===== src/rtl/product_acc_pkg.sv =====
// product_acc_pkg: shared state type and sizing constants for product_accumulator
package product_acc_pkg;
  typedef enum logic {ACCUM, DUMP} state_t;
  localparam int ACC_W_DEF = 16;
  localparam int BYTES = ACC_W_DEF / 8;
endpackage


===== src/rtl/sat_adder.sv =====
// sat_adder: ACC_W-bit plus 8-bit unsigned add that clamps to all-ones on carry-out
module sat_adder #(
  parameter int ACC_W = 16
) (
  input  logic [ACC_W-1:0] a,
  input  logic [7:0]       b,
  output logic [ACC_W-1:0] sum,
  output logic             ovf
);
  logic [ACC_W:0] full;
  assign full = {1'b0, a} + {{(ACC_W-7){1'b0}}, b};
  assign ovf  = full[ACC_W];
  assign sum  = ovf ? '1 : full[ACC_W-1:0];
endmodule


===== src/rtl/product_accumulator.sv =====
// product_accumulator: saturating sum of 8-bit products with LSB-first serial byte readout
module product_accumulator
  import product_acc_pkg::*;
#(
  parameter int ACC_W         = ACC_W_DEF,
  parameter bit CLEAR_ON_DUMP = 1'b1
) (
  input  logic       clk,
  input  logic       rst_n,
  input  logic       in_valid,
  input  logic [7:0] in_product,
  output logic       in_ready,
  input  logic       acc_clear,
  input  logic       dump,
  output logic       out_valid,
  output logic [7:0] out_data,
  output logic       out_last,
  input  logic       out_ready,
  output logic       overflow,
  output logic [7:0] count
);
  localparam int NB = ACC_W / 8;
  localparam int IW = $clog2(NB);
  state_t state, state_nx;
  logic [IW-1:0] idx;
  logic [ACC_W-1:0] acc, base, sum;
  logic [NB-1:0][7:0] snap;
  logic add_ovf, accept, clr, hs;
  assign accept    = in_valid && state == ACCUM;
  assign clr       = acc_clear && state == ACCUM;
  assign hs        = out_valid && out_ready;
  // a same-cycle clear restarts the sum from the incoming product
  assign base      = clr ? '0 : acc;
  assign in_ready  = state == ACCUM;
  assign out_valid = state == DUMP;
  assign out_last  = state == DUMP && idx == IW'(NB - 1);
  assign out_data  = snap[idx];
  sat_adder #(.ACC_W(ACC_W)) u_add (
    .a   (base),
    .b   (in_product),
    .sum (sum),
    .ovf (add_ovf)
  );
  always_comb
    state_nx = state == ACCUM ? (dump ? DUMP : ACCUM) : (hs && out_last ? ACCUM : DUMP);
  always_ff @(posedge clk or negedge rst_n) begin
    if (!rst_n) begin
      state    <= ACCUM;
      idx      <= '0;
      acc      <= '0;
      snap     <= '0;
      count    <= '0;
      overflow <= 1'b0;
    end else begin
      state <= state_nx;
      if (state == ACCUM) begin
        if (accept) begin
          acc      <= sum;
          count    <= clr ? 8'd1 : count + {7'd0, count != 8'hFF};
          overflow <= clr ? add_ovf : overflow | add_ovf;
        end else if (clr) begin
          acc      <= '0;
          count    <= '0;
          overflow <= 1'b0;
        end
        if (dump) begin
          snap <= accept ? sum : base;
          idx  <= '0;
        end
      end else if (hs) begin
        idx <= out_last ? '0 : idx + 1'b1;
        if (out_last && CLEAR_ON_DUMP) begin
          acc      <= '0;
          count    <= '0;
          overflow <= 1'b0;
        end
      end
    end
  end
endmodule


===== config.mk =====
export PLATFORM = sky130hd
export DESIGN_NAME = product_accumulator
export DESIGN_NICKNAME = d
export VERILOG_FILES = /design/src/rtl/product_acc_pkg.sv /design/src/rtl/sat_adder.sv /design/src/rtl/product_accumulator.sv
export SDC_FILE = /design/constraint.sdc
export NUM_CORES = 1
export LEC_CHECK = 0
export CAP_MARGIN = 15
export CORE_UTILIZATION = 45
export CTS_BUF_LIST = sky130_fd_sc_hd__clkbuf_2 sky130_fd_sc_hd__clkbuf_4 sky130_fd_sc_hd__clkbuf_8
export CTS_CLUSTER_SIZE = 16
export DETAILED_ROUTE_END_ITERATION = 12
export GPL_TIMING_DRIVEN = 0
export PLACE_DENSITY = 0.74
export SYNTH_ARGS = -nofsm -noshare
export SYNTH_HDL_FRONTEND = slang
export SYNTH_SLANG_ARGS = --single-unit

===== constraint.sdc =====
create_clock -name clk -period 3.8 [get_ports clk]
set_clock_uncertainty 0.2 [all_clocks]
set_input_delay 0.76 -clock clk [delete_from_list [all_inputs] [get_ports clk]]
set_output_delay 0.76 -clock clk [all_outputs]
set_load 0.02 [all_outputs]

-- Word level (Yosys, flattened, before mapping)
Index checks and enable logic that the tools add are counted.
- bits of input ports: 14
- output and inout bits: 20
- word-level logic and storage cells: 54
- register bits after elaboration: 43
- reduce and logical (&&, ||, !) cells: 11
- $lt $le $gt $ge: 1
- equal/unequal tests: 3
- bitwise logic cells: 2
- add/subtract/negate cells: 3
- muxes and demuxes: 27
- operators by type and width (kind ; count):
    16-bit 2-to-1 mux ; 6
    8-bit 2-to-1 mux ; 8
    16-bit by 8-bit adder with 17-bit output ; 1
    1-bit 2-to-1 mux ; 13
    8-bit by 1-bit adder with 8-bit output ; 1
    8-bit != test, second input constant ; 1
    2-bit AND reduction ; 3
    1-bit logical AND ; 5
    3-bit AND reduction ; 1
    3-bit nonzero test ; 1
    1-bit by 2-bit less-than comparator with 1-bit output, second input constant ; 1
    2-bit by 1-bit != test with 1-bit output, second input constant ; 1
    2-bit != test, second input constant ; 1
    2-bit nonzero test ; 1
    1-bit adder, second input constant ; 1
    1-bit inverter ; 1
    1-bit OR ; 1

-- Depth between registers and ports, before layout
- depth after elaboration: 8
- depth in mapped cells: 12
- depth with buffers taken out: 9

-- By module
From an unflattened synthesis, not the netlist that was laid out.
- cell total of the unflattened synthesis: 297
- area total of the unflattened synthesis: 2840.2 sq um
- by module, submodules not included (module ; cells an instance ; instances ; area each (sq um) ; sequential area each (sq um)):
    product_accumulator ; 206 ; 1 ; 2160.8 ; 1076.0
    sat_adder ; 91 ; 1 ; 679.4 ; 0.0

-- Least setup slack after synthesis
No wires, ideal clock.
- path type: input port to flip-flop
- from: in acc_clear
- to: reg acc[7]
- required time: 3.465 ns
- stages on the path: 11
- buffers on the path: 2
- path slack: 0.376 ns
- library setup time: 0.135 ns
- arrival: 3.089 ns
- cell sequence: buf_2 nand2b_1 buf_2 and2_1 ha_1 fa_1 a211o_1 nand3_1 a211oi_2 nor4b_1 o31ai_1
- word-level cells in the longest chain between the ends: 6
- RTL lines (element ; RTL line ; source):
    start: declaration ; product_accumulator.sv:13 ; input logic acc_clear,
    1-bit logical AND (*) ; product_accumulator.sv:30 ; assign clr = acc_clear && state == ACCUM;
    16-bit 2-to-1 mux (*) ; - ;
    16-bit by 8-bit adder with 17-bit output ; sat_adder.sv:11 ; assign full = {1'b0, a} + {{(ACC_W-7){1'b0}}, b};
    16-bit 2-to-1 mux ; sat_adder.sv:13 ; assign sum = ovf ? '1 : full[ACC_W-1:0];
    16-bit 2-to-1 mux (*) ; - ;
    16-bit 2-to-1 mux (*) ; product_accumulator.sv:56 ; if (state == ACCUM) begin
    end signal: assignment ; product_accumulator.sv:58 ; acc <= sum;
    end: declaration ; product_accumulator.sv:26 ; logic [ACC_W-1:0] acc, base, sum;
Mark *: on every way between the ends. The rest lies on a longest branch, timed or not.
A chain may end at the register's enable or synchronous reset.

-- Final worst setup path
- from: in acc_clear
- to: reg snap[9] in the netlist's numbering
- word-level cells in the longest chain between the ends: 5
- RTL lines (element ; RTL line ; source):
    1-bit logical AND (*) ; product_accumulator.sv:30 ;
    16-bit 2-to-1 mux (*) ; - ;
    16-bit by 8-bit adder with 17-bit output ; sat_adder.sv:11 ;
    16-bit 2-to-1 mux ; sat_adder.sv:13 ;
    16-bit 2-to-1 mux (*) ; product_accumulator.sv:67 ; snap <= accept ? sum : base;
    end signal: assignment ; product_accumulator.sv:67 ;
    end: declaration ; product_accumulator.sv:27 ; logic [NB-1:0][7:0] snap;
Marks and branches as above.

==> summary.md <==
| Metric | Value |
|---|---|
| Asr flop ratio synth | `100%` |
| Seq cells post-synth | `43` |
| Worst-Margin Slew | `0.626 ns` |
| Pin count of the biggest net entering global routing | `34` |
| Reg clk slew, reported paths | `0.10 ns` |
| ANT cells | `0` |
| CTS tree | `done` |
| Dpl cells | `423` |
| Mapped Avg Cell Area | `9.12 um^2` |
| Initial DRC count | `179` |
| Vias in the first global route | `2,406` |
| First-pass GRT wire length | `12,100 um` |
| Pwr dens | `661 mW/mm^2` |
| Fin. max-slew vios | `0` |
| Post-synth cell types | `53` |
| Bufs on Longest Clock Path | `2` |
| Mapped Area | `0.00287 mm^2` |
| Drt drc | `0` |
| EDFF count, synth | `0` |
| IO Count | `34` |
| GPL Wtd Cong | `0.902` |
| Hpwl dp | `5510 um` |
| Slew Limit Headroom | `57.8%` |
| Crit path time final | `3.70 ns` |
| DR pass1 iterations | `5` |
| Final Cell Area | `0.00359 mm^2` |
| Type of the tightest min-delay check | `in -> async` |
| Top FF cell, synth | `dfrtp_1` |
| CTS root buf | `clkbuf_8` |
| Core footprint | `0.00603 mm^2` |
| Final cell count without fillers | `435` |
| Critical path required time | `3.83 ns` |
| Skew-Pair Late Insertion Delay | `0.31 ns` |
| Outcome | `finished clean` |
| Crit Path Class | `in -> reg` |
| Share of cells above drive strength 1 | `17.2%` |
| CP startpoint kind | `input port` |
| Mapped Cells | `314` |
| Ys Warns | `0` |
| Total GRT Usage | `24.4%` |
| Post-DP Area | `0.00330 mm^2` |
| F_max | `270 MHz` |
| RSZ-0062 raised after global routing | `no` |
| Commonest non-fill, non-tap cell in the layout | `dfrtp_1` |
| Final worst slack | `0.101 ns` |
| CP Capture Type | `flop` |
| Total global routing overflow | `0` |
| Final ANT Viol Nets | `0` |
| Max cap viols | `0` |
| Pleak | `1.45 nW` |
| Vias per std cell | `5.80` |
| Row count | `28` |
| CTS buffer count | `5` |
| Total clock sinks | `43` |
| DR vias | `2,525` |
| Width of the die | `81.8 um` |
| Post-DR wirelength/cell | `17.4 um` |
| Most frequent cells in the layout | `43 x dfrtp_1, 40 x nand2_1, 32 x clkdlybuf4s50_1` |
| Register area share after synthesis | `37.6%` |
| Final Setup Violations | `0` |
| Initial Util | `47.5%` |
| Port Buffers | `33` |
| Initial antenna violation count | `0` |
| CTS H-tree lvls | `2` |
| Fin nets | `384` |
| Crit path arrival time | `3.73 ns` |
| Hold buffers post-CTS | `0` |
| Pre-CTS setup slack | `-0.667 ns` |
| Net count after synthesis | `339` |
| Maximum vdd ir drop | `0.000345 V` |
| P&R area growth vs syn | `25.3%` |
| Die height | `81.8 um` |
| Die area | `0.00669 mm^2` |
| Final WL | `7590 um` |
| Overall Power | `2.37 mW` |
| Crit Path Max Fanout | `10` |
| Tcrit/Tclk final | `97.4%` |
| Final hold violation count | `0` |
[timing repair]
action                                  in CTS  in global routing
buffers inserted                             2                  2
pin swaps                                    2                  5
gates resized for setup                     12                 21
endpoints found under the setup margin      33                 26
[sequential cells by signal, indices dropped and copies added (netlist names)]
signal     flops
count          8
idx            1
out_valid      1
overflow       1
acc           16
snap          16
[metal layers]
metal	global-route usage [%]	up-vias	routed length [um]
met5	0	-	0
met4	6.84	0	89
met3	4.22	11	363
met2	36.9	68	3420
met1	35.6	1217	3710
li1	-	1229	-
[cell families (layout without fill, tap and decap cells)]
family          after synthesis  in the layout  synth area share (%)
compound gates               87             87                  23.7
xor+xnor                     14             14                  4.28
fa+ha+maj                    11             11                  5.07
buf+inv                      26             72                  4.41
flops                        43             43                  37.6
mux                          12             12                  4.54
simple gates                121            121                  20.5
[power breakdown]
group / internal, mW / switching (mW)
Clock: 0.132 / 0.186
Combinational: 0.598 / 0.793
Sequential: 0.585 / 0.0796
[critical path: stages]
cell	delay, ns
clkdlybuf4s50_1	0.51
buf_6	0.15
nand2b_1	0.05
clkbuf_4	0.19
and2_2	0.25
ha_1	0.31
a211o_4	0.36
a221oi_4	0.42
a211oi_2	0.16
or3_1	0.39
a31oi_1	0.18
[stage by stage]
step           utilization (%)  TNS (ns)  hold slack (ns)
6_report                  59.6         0            0.124
5_1_grt                   59.6         0            0.137
4_1_cts                   57.9         0            0.132
3_5_place_dp              54.8    -16.47            0.263
3_3_place_gp              54.6    -15.52            0.252
2_1_floorplan                -         0            0.240
[worst paths after layout]
| check | from | end | slack (ns) | depth (start not counted) |
|---|---|---|---|---|
| worst min-delay path | rst_n | acc[12]$_DFFE_PN0P_ | 0.12 | 1 |
| worst max register to register | out_valid$_DFF_PN0_ | snap[9]$_DFFE_PN0P_ | 0.59 | 10 |
| worst min register to register | acc[1]$_DFFE_PN0P_ | acc[1]$_DFFE_PN0P_ | 0.28 | 2 |
| worst max-delay path | acc_clear | snap[9]$_DFFE_PN0P_ | 0.10 | 11 |
| min in group clk | acc[1]$_DFFE_PN0P_ | acc[1]$_DFFE_PN0P_ | 0.28 | 2 |
| max in group asynchronous | rst_n | snap[5]$_DFFE_PN0P_ | 2.79 | 2 |
[synthesized netlist by cell type, types with 5 or more instances]
master	number	area [um^2]
a21oi_1	14	70.1
a31oi_1	6	37.5
and2_1	10	62.6
buf_2	5	25.0
clkbuf_1	8	30.0
dfrtp_1	43	1080
ha_1	10	125
inv_1	8	30.0
mux2_2	8	90.1
nand2_1	40	150
nand3_1	7	35.0
nand4_1	5	31.3
nor2_1	30	113
nor3_1	8	40.0
nor3b_1	5	37.5
o21ai_0	15	75.1
o31ai_1	11	82.6
xnor2_1	7	61.3
xor2_1	7	61.3
[cell type report]
class                   instances  area [um^2]
fillers                       525         2430
multi-input cells             245         1800
flip-flops and latches         43         1080
repair buffers                 38          388
plain buffers                  18          113
well taps                      75         93.8
clock buffers                   5         68.8
inverters                       8         30.0
clock inverters                 3         23.8
No activity file was read; power rests on OpenSTA's default activity.
